--- config.mk ---
export PLATFORM = sky130hd
export DESIGN_NAME = rsa_priv_key_gen
export DESIGN_NICKNAME = d
export VERILOG_FILES = /design/src/rtl/rsa_pkg.sv /design/src/rtl/rsa_priv_key_gen_div.sv /design/src/rtl/rsa_priv_key_gen.sv
export SDC_FILE = /design/constraint.sdc
export NUM_CORES = 1
export LEC_CHECK = 0
export CAP_MARGIN = 20
export CORE_ASPECT_RATIO = 1.25
export CORE_UTILIZATION = 60
export DETAILED_ROUTE_END_ITERATION = 8
export GPL_TIMING_DRIVEN = 0
export PLACE_DENSITY = 0.87
export RECOVER_POWER = 100
export SLEW_MARGIN = 20
export SYNTH_ARGS = -nofsm -noshare
export SYNTH_HDL_FRONTEND = slang
export SYNTH_SLANG_ARGS = --single-unit
--- constraint.sdc ---
create_clock -name clk -period 16.8 [get_ports clk]
set_input_delay 3.36 -clock clk [delete_from_list [all_inputs] [get_ports clk]]
set_output_delay 3.36 -clock clk [all_outputs]
set_load 0.005 [all_outputs]
--- src/rtl/rsa_pkg.sv ---
// Shared widths, divider latency and state encoding for the RSA private-key generator.
package rsa_pkg;

    localparam int unsigned W          = 8;
    localparam int unsigned W2         = 2 * W;
    localparam int unsigned WS         = 2 * W + 1;
    localparam int unsigned DIV_CYCLES = W2;
    localparam int unsigned CNT_W      = $clog2(DIV_CYCLES);

    typedef enum logic [2:0] {
        IDLE,
        MUL,
        CHECK,
        DIV,
        UPD,
        FIX,
        DONE
    } state_t;

endpackage

--- src/rtl/rsa_priv_key_gen_div.sv ---
// Restoring unsigned W2/W2 divider: go performs the first step, done marks the
// cycle whose clock edge completes the last step; quo/rem are valid from the next cycle.
module rsa_seq_div
    import rsa_pkg::*;
(
    input  logic          clk,
    input  logic          rst,
    input  logic          go,
    input  logic [W2-1:0] dividend,
    input  logic [W2-1:0] divisor,
    output logic [W2-1:0] quo,
    output logic [W2-1:0] rem,
    output logic          done
);

    logic [W2-1:0]    rem_q, rem_d, quo_q, quo_d, dvs_q, dvs_d;
    logic [CNT_W-1:0] cnt_q, cnt_d;
    logic             run_q, run_d;
    logic [W2-1:0]    src_r, src_q, src_d, step_r, step_q;
    logic [WS-1:0]    trial;

    always_comb begin
        rem_d  = rem_q;
        quo_d  = quo_q;
        dvs_d  = dvs_q;
        cnt_d  = cnt_q;
        run_d  = run_q;
        src_r  = go ? '0 : rem_q;
        src_q  = go ? dividend : quo_q;
        src_d  = go ? divisor : dvs_q;
        // One restoring step: shift in the next dividend bit, subtract if it fits.
        trial  = {src_r, src_q[W2-1]};
        step_q = {src_q[W2-2:0], 1'b0};
        if (trial >= {1'b0, src_d}) begin
            step_r    = W2'(trial - {1'b0, src_d});
            step_q[0] = 1'b1;
        end else begin
            step_r = W2'(trial);
        end
        if (go) begin
            rem_d = step_r;
            quo_d = step_q;
            dvs_d = divisor;
            cnt_d = CNT_W'(1);
            run_d = 1'b1;
        end else if (run_q) begin
            rem_d = step_r;
            quo_d = step_q;
            if (cnt_q == CNT_W'(DIV_CYCLES - 1)) begin
                run_d = 1'b0;
                cnt_d = '0;
            end else begin
                cnt_d = cnt_q + CNT_W'(1);
            end
        end
    end

    always_ff @(posedge clk or posedge rst) begin
        if (rst) begin
            rem_q <= '0;
            quo_q <= '0;
            dvs_q <= '0;
            cnt_q <= '0;
            run_q <= 1'b0;
        end else begin
            rem_q <= rem_d;
            quo_q <= quo_d;
            dvs_q <= dvs_d;
            cnt_q <= cnt_d;
            run_q <= run_d;
        end
    end

    assign quo  = quo_q;
    assign rem  = rem_q;
    assign done = run_q && (cnt_q == CNT_W'(DIV_CYCLES - 1));

endmodule

--- src/rtl/rsa_priv_key_gen.sv ---
// Computes n = p*q and d = e^-1 mod (p-1)(q-1) with a shift-add multiplier
// followed by extended Euclid driven by a sequential divider.
module rsa_priv_key_gen
    import rsa_pkg::*;
(
    input  logic          clk,
    input  logic          rst,
    input  logic          start,
    input  logic [W-1:0]  p,
    input  logic [W-1:0]  q,
    input  logic [W-1:0]  e,
    output logic [W2-1:0] n,
    output logic [W2-1:0] d,
    output logic          error,
    output logic          busy,
    output logic          finish
);

    state_t                state_q, state_d;
    logic [CNT_W-1:0]      cnt_q, cnt_d;
    logic [W2-1:0]         a_n_q, a_n_d, a_f_q, a_f_d, acc_n_q, acc_n_d, acc_f_q, acc_f_d;
    logic [W-1:0]          b_n_q, b_n_d, b_f_q, b_f_d, e_q, e_d;
    logic                  inval_q, inval_d;
    logic [W2-1:0]         r0_q, r0_d, r1_q, r1_d;
    logic signed [WS-1:0]  t0_q, t0_d, t1_q, t1_d;
    logic [W2-1:0]         n_q, n_d, d_q, d_d;
    logic                  error_q, error_d, busy_q, busy_d, finish_q, finish_d;
    logic                  div_go_q, div_go_d;
    logic [W2-1:0]         div_quo, div_rem;
    logic                  div_done;
    logic signed [WS-1:0]  quo_s, phi_s;

    assign quo_s = $signed({1'b0, div_quo});
    assign phi_s = $signed({1'b0, acc_f_q});

    rsa_seq_div u_div (
        .clk      (clk),
        .rst      (rst),
        .go       (div_go_q),
        .dividend (r0_q),
        .divisor  (r1_q),
        .quo      (div_quo),
        .rem      (div_rem),
        .done     (div_done)
    );

    always_comb begin
        state_d = state_q;
        cnt_d   = cnt_q;
        a_n_d   = a_n_q;
        a_f_d   = a_f_q;
        b_n_d   = b_n_q;
        b_f_d   = b_f_q;
        acc_n_d = acc_n_q;
        acc_f_d = acc_f_q;
        e_d     = e_q;
        inval_d = inval_q;
        r0_d    = r0_q;
        r1_d    = r1_q;
        t0_d    = t0_q;
        t1_d    = t1_q;
        n_d     = n_q;
        d_d     = d_q;
        error_d = error_q;
        case (state_q)
            IDLE: begin
                if (start) begin
                    a_n_d   = W2'(p);
                    b_n_d   = q;
                    a_f_d   = W2'(p - W'(1));
                    b_f_d   = q - W'(1);
                    acc_n_d = '0;
                    acc_f_d = '0;
                    e_d     = e;
                    inval_d = (p < W'(2)) || (q < W'(2)) || (e == '0);
                    cnt_d   = '0;
                    state_d = MUL;
                end
            end
            MUL: begin
                // p*q and (p-1)*(q-1) share the same shift schedule.
                if (b_n_q[0]) acc_n_d = acc_n_q + a_n_q;
                if (b_f_q[0]) acc_f_d = acc_f_q + a_f_q;
                a_n_d = a_n_q << 1;
                a_f_d = a_f_q << 1;
                b_n_d = b_n_q >> 1;
                b_f_d = b_f_q >> 1;
                cnt_d = cnt_q + CNT_W'(1);
                if (cnt_q == CNT_W'(W - 1)) state_d = CHECK;
            end
            CHECK: begin
                if (inval_q || (acc_f_q == W2'(1))) begin
                    n_d     = acc_n_q;
                    d_d     = '0;
                    error_d = inval_q;
                    state_d = DONE;
                end else begin
                    r0_d    = acc_f_q;
                    r1_d    = W2'(e_q);
                    t0_d    = '0;
                    t1_d    = WS'(1);
                    state_d = DIV;
                end
            end
            DIV: begin
                if (div_done) state_d = UPD;
            end
            UPD: begin
                r0_d    = r1_q;
                r1_d    = div_rem;
                t0_d    = t1_q;
                t1_d    = t0_q - quo_s * t1_q;
                state_d = (div_rem == '0) ? FIX : DIV;
            end
            FIX: begin
                n_d = acc_n_q;
                if (r0_q != W2'(1)) begin
                    d_d     = '0;
                    error_d = 1'b1;
                end else begin
                    d_d     = t0_q[WS-1] ? W2'(t0_q + phi_s) : W2'(t0_q);
                    error_d = 1'b0;
                end
                state_d = DONE;
            end
            DONE: state_d = IDLE;
            default: state_d = IDLE;
        endcase
        busy_d   = (state_d != IDLE) && (state_d != DONE);
        finish_d = (state_d == DONE);
        div_go_d = (state_d == DIV) && (state_q != DIV);
    end

    always_ff @(posedge clk or posedge rst) begin
        if (rst) begin
            state_q  <= IDLE;
            cnt_q    <= '0;
            a_n_q    <= '0;
            a_f_q    <= '0;
            b_n_q    <= '0;
            b_f_q    <= '0;
            acc_n_q  <= '0;
            acc_f_q  <= '0;
            e_q      <= '0;
            inval_q  <= 1'b0;
            r0_q     <= '0;
            r1_q     <= '0;
            t0_q     <= '0;
            t1_q     <= '0;
            n_q      <= '0;
            d_q      <= '0;
            error_q  <= 1'b0;
            busy_q   <= 1'b0;
            finish_q <= 1'b0;
            div_go_q <= 1'b0;
        end else begin
            state_q  <= state_d;
            cnt_q    <= cnt_d;
            a_n_q    <= a_n_d;
            a_f_q    <= a_f_d;
            b_n_q    <= b_n_d;
            b_f_q    <= b_f_d;
            acc_n_q  <= acc_n_d;
            acc_f_q  <= acc_f_d;
            e_q      <= e_d;
            inval_q  <= inval_d;
            r0_q     <= r0_d;
            r1_q     <= r1_d;
            t0_q     <= t0_d;
            t1_q     <= t1_d;
            n_q      <= n_d;
            d_q      <= d_d;
            error_q  <= error_d;
            busy_q   <= busy_d;
            finish_q <= finish_d;
            div_go_q <= div_go_d;
        end
    end

    assign n      = n_q;
    assign d      = d_q;
    assign error  = error_q;
    assign busy   = busy_q;
    assign finish = finish_q;

endmodule

# Word-level counts from Yosys, hierarchy flattened
# Cells that the tools add are included.
[word_totals] input_bits=27 reg_bits=251 wordCells=129
[classes] reduce_logical=20 n_mul=1 n_eq_ne=18 mux=53 order_cmp=3 addsub=9
[op_table] operator="2-to-1 mux 16 bit" count=19
[op_table] operator="case mux 16 bit (2 select lines)" count=8
[op_table] operator="case mux 17 bit (2 select lines)" count=2
[op_table] operator="adder 16 bit" count=3
[op_table] operator="2-to-1 mux 17 bit" count=2
[op_table] operator="case mux 8 bit (2 select lines)" count=2
[op_table] operator="case mux 3 bit (6 select lines)" count=1
[op_table] operator=">= comparator 17 x 16 -> 1 bit" count=1
[op_table] operator="multiplier 17 x 17 -> 17 bit" count=1
[op_table] operator="subtractor 17 bit" count=1
[op_table] operator="equality test 16 x 1 -> 1 bit (second input constant)" count=1
[op_table] operator="zero test 16 bit" count=1
[op_table] operator="< comparator 8 x 2 -> 1 bit (second input constant)" count=2
[op_table] operator="2-to-1 mux 4 bit" count=4
[op_table] operator="2-to-1 mux 8 bit" count=2
[op_table] operator="!= test 16 x 1 -> 1 bit (second input constant)" count=1
[op_table] operator="subtractor 16 bit" count=1
[op_table] operator="2-to-1 mux 3 bit" count=5
[op_table] operator="!= test 2 bit (second input constant)" count=5
[op_table] operator="equality test 3 x 2 -> 1 bit (second input constant)" count=3
[op_table] operator="equality test 3 bit (second input constant)" count=3
[op_table] operator="subtractor 8 x 1 -> 9 bit (second input constant)" count=1
[op_table] operator="adder 4 x 1 -> 4 bit (second input constant)" count=2
[op_table] operator="zero test 8 bit" count=1
[op_table] operator="other kinds (16)" count=32

# Logic depth before layout (Yosys ltp)
[logic_depth] word_depth=6 depth_mapped=22 depth_no_buf=21

# By module
# A second synthesis with hierarchy kept.
[unflattened] hier_cells=2025 hier_area_um2=18761.7
[modules_own_cells] module="rsa_priv_key_gen" instances=1 seq_area_each_um2=4954.8 area_each_um2=15264.6 cells_each=1639
[modules_own_cells] module="rsa_seq_div" instances=1 seq_area_each_um2=1326.3 area_each_um2=3497.1 cells_each=386

# Worst setup path before layout
# OpenSTA, ideal clock, no wires.
[synth_timing] kind="reg2reg" from="register t1_q[1]" to="register t1_q[14]" t_arrival_ns=5.513 stages_incl_launch_ff=22 slack_ns=11.166 setup_ns=0.121 required_ns=16.679 cell_sequence="dfrtp_1 clkbuf_1 clkbuf_1 nand2_1 fa_1 fa_1 inv_1 fa_1 inv_1 fa_1 fa_1 inv_1 fa_1 inv_1 ha_1 o21a_1 nor2_1 a31oi_1 a2111oi_0 nor3_1 xor2_1 a22o_1"
[synth_between] elab_chain_cells=3
[synth_lines] element="start, declared" line_no="rsa_priv_key_gen.sv:25" source="logic signed [WS-1:0] t0_q, t0_d, t1_q, t1_d;"
[synth_lines] element="start signal, assigned" line_no="rsa_priv_key_gen.sv:170" source="t1_q <= t1_d;"
[synth_lines] element="multiplier 17 x 17 -> 17 bit" line_no="rsa_priv_key_gen.sv:112" source="t1_d = t0_q - quo_s * t1_q;"
[synth_lines] element="subtractor 17 bit" line_no="rsa_priv_key_gen.sv:112"
[synth_lines] element="case mux 17 bit (2 select lines)" line_no="rsa_priv_key_gen.sv:65" source="case (state_q)"
# No other way between the ends.
# A chain may end at the register's enable or synchronous reset.

==> flow_summary.yaml <==
sta:
  fmax_mhz: 104.2
  finalCriticalPeriod_ns: 9.593
  slew_viol_final: 149
  post-route-period-util: 0.5710
  fin_skew_ns: 0.03353
  hold_viol: 0
  tns_ns: 0
  slew_headroom: -2.488
  setup_viol: 0
  worst_pin_slew_ns: 5.232
  rsz0062_at_grt: "false"
grt:
  grt_usage: 0.3235
  grt_max_degree: 107
  grtUsageMet3: 0.04983
  grtUsageMet2: 0.5789
  grt_remaining_overflow: 0
  grt_pass1_vias: 16210
  grtUsageMet1: 0.3620
  busiest_layer: "met2"
  grt_pass1_wl_um: 80990
  antenna_found_initial: 2
worst_setup_path:
  worstPathArrival_ns: 8.99
  path_class: "input port to async pin"
  end_kind: "async pin"
  start_kind: "input port"
  cp_max_fo: 99
  crit_chain: "dlygate4sd3_1 -> clkinvlp_2 -> clkbuf_1"
  required_ns: 16.20
  cpPeakStageDelay_ns: 3.73
  slowest_stage: "clkbuf_1"
cells_and_area:
  layout_commonest_cell: "nand2_1"
  drive_above_1_share: 0.04128
  nets: 2380
  final_cell_mix: "nand2_1 (305), dfrtp_1 (251), inv_1 (196)"
  nFillCells: 2265
  final_util: 0.6844
  multi_input_area_um2: 11160
  regArea_um2: 6281
  area_growth_pct: 11.54
route:
  drc: 0
  dr.first_iter.drc_count: 1061
  vias_per_cell: 6.133
  first_pass_iters: 6
  wl_um: 49620
  wl_per_cell_um: 19.58
  ant_nets: 0
  vias: 15540
run_status:
  failed_checks: "capacitance limit, slew limit"
  status: "complete, but fails checks"
die:
  dieArea_um2: 31690
  initial_core_util: 0.6136
  die_height_um: 198.8
  row_count: 71
  die_w_um: 159.4
  io_pins: 62
  core_um2: 30290
clock_network:
  cts_tree: "built"
  hold_buffers: 0
  post_cts_resized: 0
  numCtsBuffers: 27
  cts_setup_buffers: 0
  cts.sinks: 251
  htreeDepth: 1
  clk_latency_ns: 0.57
  clk_path_buf_depth: 3
  clk_pin_slew_worst_paths_ns: 0.06
  cts_root_buf: "clkbuf_16"
min_path:
  worstHoldPathType: "flop to flop"
synth:
  synth_edf_count: 0
  mappedNetlistArea_um2: 18590
  yosysUniqueCellTypes: 68
  syn_avg_cell_area_um2: 9.207
  synth_nets: 2288
  synth_ff_type: "dfrtp_1"
  syn_inst: 2019
  async_reset_ff_frac: 1.000
  ys_seq_elements: 251
  ys_seq_area_frac: 0.3379
  yosysWarnings: 0
place:
  portBuffers: 61
  routabilityCongestion: 0.9788
  dp_hpwl_um: 37480
job:
  drv_cap: 2
[state kept, by name, indices dropped and copies added, names as in the netlist, 8 cells and up]
name	flops
acc_n_q	16
a_n_q	16
acc_f_q	16
u_div.quo	16
b_n_q	8
d	16
r1_q	16
t0_q	17
t1_q	17
u_div.dvs_q	16
b_f_q	8
e_q	8
n	16
u_div.rem	16
a_f_q	16
r0_q	16
[layout make-up]
cell class | instances | share of cell area
antenna | 1 | 0.0001207
buffer | 97 | 0.01798
clock buffer | 33 | 0.03609
clock inverter | 17 | 0.01358
inverter | 197 | 0.03573
multi-input combinational | 1474 | 0.5384
sequential | 251 | 0.3029
tap | 401 | 0.02420
timing repair buffer | 63 | 0.03096
[through the flow]
stage          hold WS [ns]  instance area, um^2  setup slack (ns)  instances
4_1_cts              0.4816                20800             10.30       2533
3_5_place_dp         0.4647                19770             10.32       2483
2_1_floorplan        0.4455                18590             6.540       2019
5_1_grt              0.4961                20730             5.898       2533
6_report             0.4775                20730             7.207       2534
3_3_place_gp         0.4589                19700             3.716       2481
[synth_stat cells (10+ instances only)]
cell type	number	area, um^2
nand2_1	305	1145
dfrtp_1	251	6281
inv_1	197	739.5
o21ai_0	140	700.7
ha_1	128	1602
fa_1	114	2282
nor2_1	89	334.1
and2_1	86	538.0
clkbuf_1	86	322.8
a21oi_1	66	330.3
xnor2_1	57	499.2
a31oi_1	47	294.0
mux2i_1	46	460.4
xor2_1	45	394.1
nand3_1	43	215.2
nor3_1	27	135.1
a22o_1	24	210.2
mux2_2	21	236.5
a21o_1	20	150.1
nor2b_1	19	118.9
nor4_1	17	106.4
a221o_1	11	110.1
a22oi_1	11	82.58
or4_1	11	82.58
o31ai_1	10	75.07
or3_1	10	62.56
[per-layer routing]
layer	wire [um]	vias to the layer above	part of all wire
li1	-	7051	-
met1	18420	7652	0.37
met2	24700	627	0.50
met3	3225	208	0.065
met4	3255	2	0.066
met5	13	-	0.00026
[final timing paths]
| path | cells after the start | slack [ns] | start | to |
|---|---|---|---|---|
| setup / recovery | 3 | 7.21 | rst | u_div.cnt_q[1] |
| hold / removal | 2 | 0.48 | b_n_q[3] | b_n_q[3] |
| setup reg to reg | 20 | 10.23 | u_div.quo[0] | t1_q[14] |
| hold reg to reg | 2 | 0.48 | b_n_q[3] | b_n_q[3] |
| max in group clk | 20 | 10.23 | u_div.quo[0] | t1_q[14] |
| min in group asynchronous | 2 | 3.81 | rst | d[1] |
[cells by family after synthesis]
kind of cell	synth area share
and+or+nand+nor	0.1648
AOI/OAI and AO/OA	0.1422
buffers and inverters	0.06071
DFF	0.3379
adders and majority gates	0.2089
xor gates and xnor gates	0.04806
muxes	0.03749
[worst max-delay path: cells and delay by family]
| kind | cells | cell delay, ns |
|---|---|---|
| buf+inv | 3 | 5.51 |
Power is not shown: default switching activity piles up to over one toggle a cycle in this logic, so the estimate is an artifact.
